===== src/rtl/demux4_reg.sv =====
// demux4_reg: registered 1-to-4 demultiplexer.
//
// A single producer writes WIDTH-bit words into one of four held output
// channels. The target channel is either the {s1,s0} select pins (manual)
// or an internal round-robin pointer (auto). Each channel carries a
// one-cycle write strobe, a sticky "new data" flag cleared by the consumer
// ack, and a sticky overflow flag raised when unread data is overwritten.
//
// Ports:
//   clk        system clock, rising edge
//   rst_n      asynchronous active-low reset, clears every register
//   clr        synchronous clear, active-high, beats din_valid and ack
//   din        input data word
//   din_valid  write din to the target channel on this edge
//   s0, s1     manual channel select
//   auto_mode  1 = round-robin target, 0 = manual select
//   ack        per-channel consumer acknowledge (bit i clears new_flag[i])
//   y0..y3     held channel data
//   y_valid    one-hot write strobe, high for the cycle after a write
//   new_flag   per-channel unread-data flag
//   ovf        per-channel sticky overflow
//   cur_ch     channel the next write targets (combinational)
module demux4_reg #(
    parameter int WIDTH = 3
) (
    input  logic             clk,
    input  logic             rst_n,
    input  logic             clr,
    input  logic [WIDTH-1:0] din,
    input  logic             din_valid,
    input  logic             s0,
    input  logic             s1,
    input  logic             auto_mode,
    input  logic [3:0]       ack,
    output logic [WIDTH-1:0] y0,
    output logic [WIDTH-1:0] y1,
    output logic [WIDTH-1:0] y2,
    output logic [WIDTH-1:0] y3,
    output logic [3:0]       y_valid,
    output logic [3:0]       new_flag,
    output logic [3:0]       ovf,
    output logic [1:0]       cur_ch
);

    function automatic logic [3:0] onehot(input logic [1:0] sel);
        logic [3:0] oh;
        oh      = 4'b0000;
        oh[sel] = 1'b1;
        return oh;
    endfunction

    logic [1:0]       rr_ptr_p0;
    logic [1:0]       ch;
    logic [3:0]       wr_oh;
    logic [WIDTH-1:0] y0_p0, y1_p0, y2_p0, y3_p0;
    logic [3:0]       vld_p0;
    logic [3:0]       nf_p0;
    logic [3:0]       ovf_p0;

    assign ch    = auto_mode ? rr_ptr_p0 : {s1, s0};
    assign wr_oh = din_valid ? onehot(ch) : 4'b0000;

    // ---- stage p0: channel registers, flags and pointer ----
    always_ff @(posedge clk or negedge rst_n) begin
        if (!rst_n) begin
            y0_p0     <= '0;
            y1_p0     <= '0;
            y2_p0     <= '0;
            y3_p0     <= '0;
            vld_p0    <= 4'b0000;
            nf_p0     <= 4'b0000;
            ovf_p0    <= 4'b0000;
            rr_ptr_p0 <= 2'd0;
        end else if (clr) begin
            y0_p0     <= '0;
            y1_p0     <= '0;
            y2_p0     <= '0;
            y3_p0     <= '0;
            vld_p0    <= 4'b0000;
            nf_p0     <= 4'b0000;
            ovf_p0    <= 4'b0000;
            rr_ptr_p0 <= 2'd0;
        end else begin
            vld_p0 <= wr_oh;
            if (wr_oh[0]) y0_p0 <= din;
            if (wr_oh[1]) y1_p0 <= din;
            if (wr_oh[2]) y2_p0 <= din;
            if (wr_oh[3]) y3_p0 <= din;
            for (int i = 0; i < 4; i++) begin
                // A write beats a simultaneous ack; an ack on the written
                // channel also means the old word was consumed, so no overflow.
                if (wr_oh[i]) begin
                    nf_p0[i] <= 1'b1;
                    if (nf_p0[i] && !ack[i])
                        ovf_p0[i] <= 1'b1;
                end else if (ack[i]) begin
                    nf_p0[i] <= 1'b0;
                end
            end
            if (din_valid && auto_mode)
                rr_ptr_p0 <= rr_ptr_p0 + 2'd1;
        end
    end

    assign y0       = y0_p0;
    assign y1       = y1_p0;
    assign y2       = y2_p0;
    assign y3       = y3_p0;
    assign y_valid  = vld_p0;
    assign new_flag = nf_p0;
    assign ovf      = ovf_p0;
    assign cur_ch   = ch;

endmodule

===== config.mk =====
export PLATFORM = sky130hd
export DESIGN_NAME = demux4_reg
export DESIGN_NICKNAME = d
export VERILOG_FILES = /design/src/rtl/demux4_reg.sv
export SDC_FILE = /design/constraint.sdc
export NUM_CORES = 1
export LEC_CHECK = 0
export CORE_ASPECT_RATIO = 0.6
export CORE_MARGIN = 2
export CORE_UTILIZATION = 30
export DETAILED_ROUTE_END_ITERATION = 12
export PLACE_DENSITY = 0.54
export SLEW_MARGIN = 15
export SYNTH_ARGS = -nofsm -noshare
export SYNTH_HDL_FRONTEND = slang
export SYNTH_SLANG_ARGS = --single-unit
export TNS_END_PERCENT = 1

===== constraint.sdc =====
create_clock -name clk -period 1.5 [get_ports clk]
set_input_delay 0.225 -clock clk [delete_from_list [all_inputs] [get_ports clk]]
set_output_delay 0.225 -clock clk [all_outputs]
set_load 0.1 [all_outputs]

Word-level counts from Yosys, hierarchy flattened --
Cells that the tools add are included.
Storage, ports and cells: register bits after elaboration 26, output and inout port bits 26, logic and storage cells 77
Operators by class: $add $sub $neg 1, magnitude comparators 2, muxes and demuxes 33, reduce and logical (&&, ||, !) cells 27
Operators by type and width (number):
- $mux 3 | 8
- $reduce_bool 2->1 | 9
- $mux 1 | 17
- $mux 4 | 4
- $reduce_bool 3->1 | 4
- $reduce_and 2->1 | 4
- $logic_and 1x1->1 | 6
- $mux 2 | 3
- $logic_not 1->1 | 4
- $lt 2x3->1 const B | 1
- $add 2x1->2 const B | 1
- $demux 1 s2 | 1
- $ge 2x1->1 const B | 1

Logic depth before layout (Yosys ltp) --
word-level depth 8, depth in mapped cells 5

Least setup slack after synthesis --
Ideal clock, no wire load.
path kind register to register, from register nf_p0[1], in the netlist new_flag[1], to register ovf_p0[1], in the netlist ovf[1], library setup time 0.090 ns, data arrival time 1.314 ns, required time 1.410 ns, path slack 0.096 ns, cell stages (with the launch flop) 3, path buffers 0, path through dfrtp_1 -> nand2b_1 -> o31ai_4
Between the ends: word-level cells in the longest chain between the ends 3
Ends and longest elaborated chain:
- from (decl) | line 57 | logic [3:0] nf_p0;
- from (signal assigned) | line 71 | nf_p0 <= 4'b0000;
- from (signal assigned) | line 80 | nf_p0 <= 4'b0000;
- from (signal, indexed assignment) | line 93 | nf_p0[i] <= 1'b1;
- $logic_and 1x1->1 | line 94 | if (nf_p0[i] && !ack[i])
- $reduce_bool 2->1 (no source line)
- $reduce_and 2->1 (no source line)
- to (signal assigned) | line 72 | ovf_p0 <= 4'b0000;
- to (signal assigned) | line 81 | ovf_p0 <= 4'b0000;
- to (signal, indexed assignment) | line 95 | ovf_p0[i] <= 1'b1;
- to (decl) | line 58 | logic [3:0] ovf_p0;
No other way between the ends. A chain may end at the register's enable or synchronous reset.

Worst setup path after layout --
from register rr_ptr_p0[1], to output port cur_ch[1]
Between the ends: word-level cells in the longest chain between the ends 1
Ends and longest elaborated chain:
- from (decl) | line 52 | logic [1:0] rr_ptr_p0;
- from (signal assigned) | line 101 | rr_ptr_p0 <= rr_ptr_p0 + 2'd1;
- $mux 2 | line 60 | assign ch = auto_mode ? rr_ptr_p0 : {s1, s0};
- to (decl) | line 42 | output logic [1:0] cur_ch
No other way between the ends.

==> summary.md <==
| Metric | Value |
|---|---|
| Status | `finished, final reports clean` |
| # H-tree levels | `1` |
| Data arrival, critical path | `1.22 ns` |
| CTS tree | `yes` |
| Critical Path Start Type | `flop` |
| Seq cells post-synth | `26` |
| Filler cell count | `320` |
| Antenna violations before repair | `0` |
| Fin. max-slew vios | `0` |
| Initial Util | `0.318` |
| Mapped cell area | `1190 um2` |
| Sequential area share after synthesis | `0.547` |
| Final HPWL from detailed placement | `2080 um` |
| Num rows | `17` |
| Gr usage total | `0.137` |
| Tcrit/Tclk final | `0.960` |
| Share of the synthesized area in the top cell type | `0.547` |
| Switching Power | `0.518 mW` |
| Final ANT Viol Nets | `0` |
| Area grow syn2layout | `66.4%` |
| Die area | `4500 um2` |
| Clock Latency Late Sink | `0.27 ns` |
| CTS max path bufs | `2` |
| Post-place setup slack | `-0.293 ns` |
| GRT Residual Overflow | `0` |
| FMAX | `694 MHz` |
| Root Driver | `clkbuf_8` |
| Syn avg cell area | `11.8 um2` |
| Dominant synthesized flop cell | `dfrtp_1` |
| Most frequent cells after synthesis | `dfrtp_1, nand2b_1, mux2i_1` |
| Fin area | `1980 um2` |
| Vias | `873` |
| Slowest stage delay, CP | `0.45 ns` |
| Fin. Hold Viols | `0` |
| Post-layout min period | `1.44 ns` |
| Global-route wire length before repair | `4660 um` |
| Critical path class | `reg2out` |
| Post-synth cell types | `24` |
| Comb power frac | `0.250` |
| Core ar. | `3740 um2` |
| Routed length per placed instance | `14.1 um` |
| Largest area contributor in the netlist | `dfrtp_1` |
| Clock-pin slew on the worst setup and hold paths | `0.09 ns` |
| Share of cells above drive strength 1 | `0.297` |
| Max Cap Viol | `0` |
| Cts bufs inserted | `3` |
| Die Wd | `85.3 um` |
| I/O pin total | `40` |
| Max Clock Skew | `0.00335 ns` |
| YS warnings | `0` |
| Placed cell areas | `1910 um2` |
| Slew @ Worst Pin | `0.386 ns` |
| Worst path slowest cell | `dfrtp_1` |
| Largest net degree at the start of global routing | `27` |
| RSZ-0062 raised after global routing | `false` |
| Vert. Die Dim | `52.8 um` |
| EDFF count, synth | `0` |
| Register share of total power | `0.424` |
| DRC violations left | `0` |
| # nets final | `160` |
| Power per standard cell area | `896 nW/um2` |
| Clock sink count | `26` |
| Clock power frac | `0.326` |
| DR pass1 iterations | `4` |
| Internal Dissipation | `1.25 mW` |
| Ant diodes | `0` |
| VDD IR max | `0.000477 V` |
| Pleak | `0.911 nW` |
| HP Class | `in2async` |
| CTS Hold Bufs | `0` |
| Main area contributors after synthesis | `dfrtp_1, nand2b_1, mux2i_1` |
| Vias in the first global route | `927` |
| Final RePlAce weighted congestion | `0.800` |
| Initial DRC Count | `48` |
| Final wirelength | `2710 um` |
| Critical path cell sequence | `mux2_2, buf_12` |
| Setup WS post-layout | `0.0594 ns` |
| Max FO, Critical Path | `5` |
| Cts repair resizes | `1` |
| Most numerous cell in the Yosys netlist | `dfrtp_1` |
| Setup bufs post-CTS | `0` |
| Critical path endpoint category | `primary output` |
| Switching power share of the total | `0.292` |
| Drt via density | `4.55` |
| Post-synthesis instance total | `101` |
| Max_slew headroom | `0.741` |
| Asr flop ratio synth | `1.00` |
| Port Buffers | `39` |
| # setup viols final | `0` |
| Mapped Nets | `115` |
| Required time of the critical path | `1.27 ns` |
## critical path: cells and delay by family, from the launching register on
family | cells | cell delay, ns
buffers and inverters | 1 | 0.17
DFF | 1 | 0.45
muxes | 1 | 0.32
## stage by stage
step	TNS, ns	total power, mW	hold WS, ns	instances	utilization
after floorplan	0	1.02	-0.0706	101	-
after global placement	-2.66	1.21	0.535	188	0.509
after detailed placement	-3.95	1.21	0.538	188	0.509
after CTS	0	1.79	0.325	192	0.528
after global routing	0	1.85	0.343	192	0.528
final	0	1.77	0.313	192	0.528
## logic make-up (layout without fill, tap and decap cells)
kind of cell | after synthesis | after routing | share of synthesized area
xor+xnor | 2 | 2 | 0.0147
compound gates | 13 | 13 | 0.0937
buf+inv | 8 | 52 | 0.0463
simple gates | 39 | 39 | 0.187
flops | 26 | 26 | 0.547
mux | 13 | 13 | 0.111
## area by class of cell
cell class,count,area [um2],area share
Multi-Input combinational cell,67,483,0.244
Clock inverter,1,30.0,0.0152
Timing Repair Buffer,47,711,0.359
Sequential cell,26,651,0.329
Clock buffer,3,41.3,0.0209
Tap cell,47,58.8,0.0297
Inverter,1,3.75,0.00190
## final timing paths
kind,slack [ns],depth (start not counted),from,to
setup reg to reg,0.19,3,rr_ptr_p0[1],ovf[0]
min in group clk,0.56,2,ovf[0],ovf[0]
max in group asynchronous,0.93,2,rst_n,y0[1]
hold reg to reg,0.56,2,ovf[0],ovf[0]
hold / removal,0.31,2,rst_n,y_valid[0]
setup / recovery,0.06,2,rr_ptr_p0[1],cur_ch[1]
## power groups by stage
| stage | combinational, mW | clock, mW | sequential, mW |
|---|---|---|---|
| floorplan | 0.118 | 0 | 0.898 |
| global placement | 0.444 | 0 | 0.764 |
| detailed placement | 0.447 | 0 | 0.765 |
| CTS | 0.447 | 0.594 | 0.751 |
| global route | 0.465 | 0.625 | 0.756 |
| finish | 0.444 | 0.577 | 0.751 |
## layout by cell type (no fill, tap or decap), drive strengths merged
| cell | n |
|---|---|
| a21oi | 4 |
| buf | 34 |
| bufinv | 1 |
| clkbuf | 3 |
| clkdlybuf4s15 | 1 |
| clkdlybuf4s50 | 12 |
| dfrtp | 26 |
| inv | 1 |
| mux2 | 1 |
| mux2i | 12 |
| nand2 | 5 |
| nand2b | 25 |
| nand3 | 1 |
| nor2 | 6 |
| nor3 | 1 |
| nor3b | 1 |
| o21a | 1 |
| o21ai | 1 |
| o22a | 1 |
| o31ai | 4 |
| o32a | 2 |
| xor2 | 2 |
## routing by layer
layer | global-route usage | vias to the layer above | routed length (um) | share of wire
li1 | - | 427 | - | -
met1 | 0.193 | 417 | 1370 | 0.50
met2 | 0.208 | 29 | 1140 | 0.42
met3 | 0.0535 | 0 | 196 | 0.072
met4 | 0.00794 | 0 | 0 | 0
met5 | 0 | - | 0 | 0
## flip-flops by register name, summed over array words and instances, names as in the netlist
signal     count
new_flag       4
ovf            4
y_valid        4
y0             3
y1             3
y2             3
y3             3
rr_ptr_p0      2
Power figures use the tool's default switching activity.
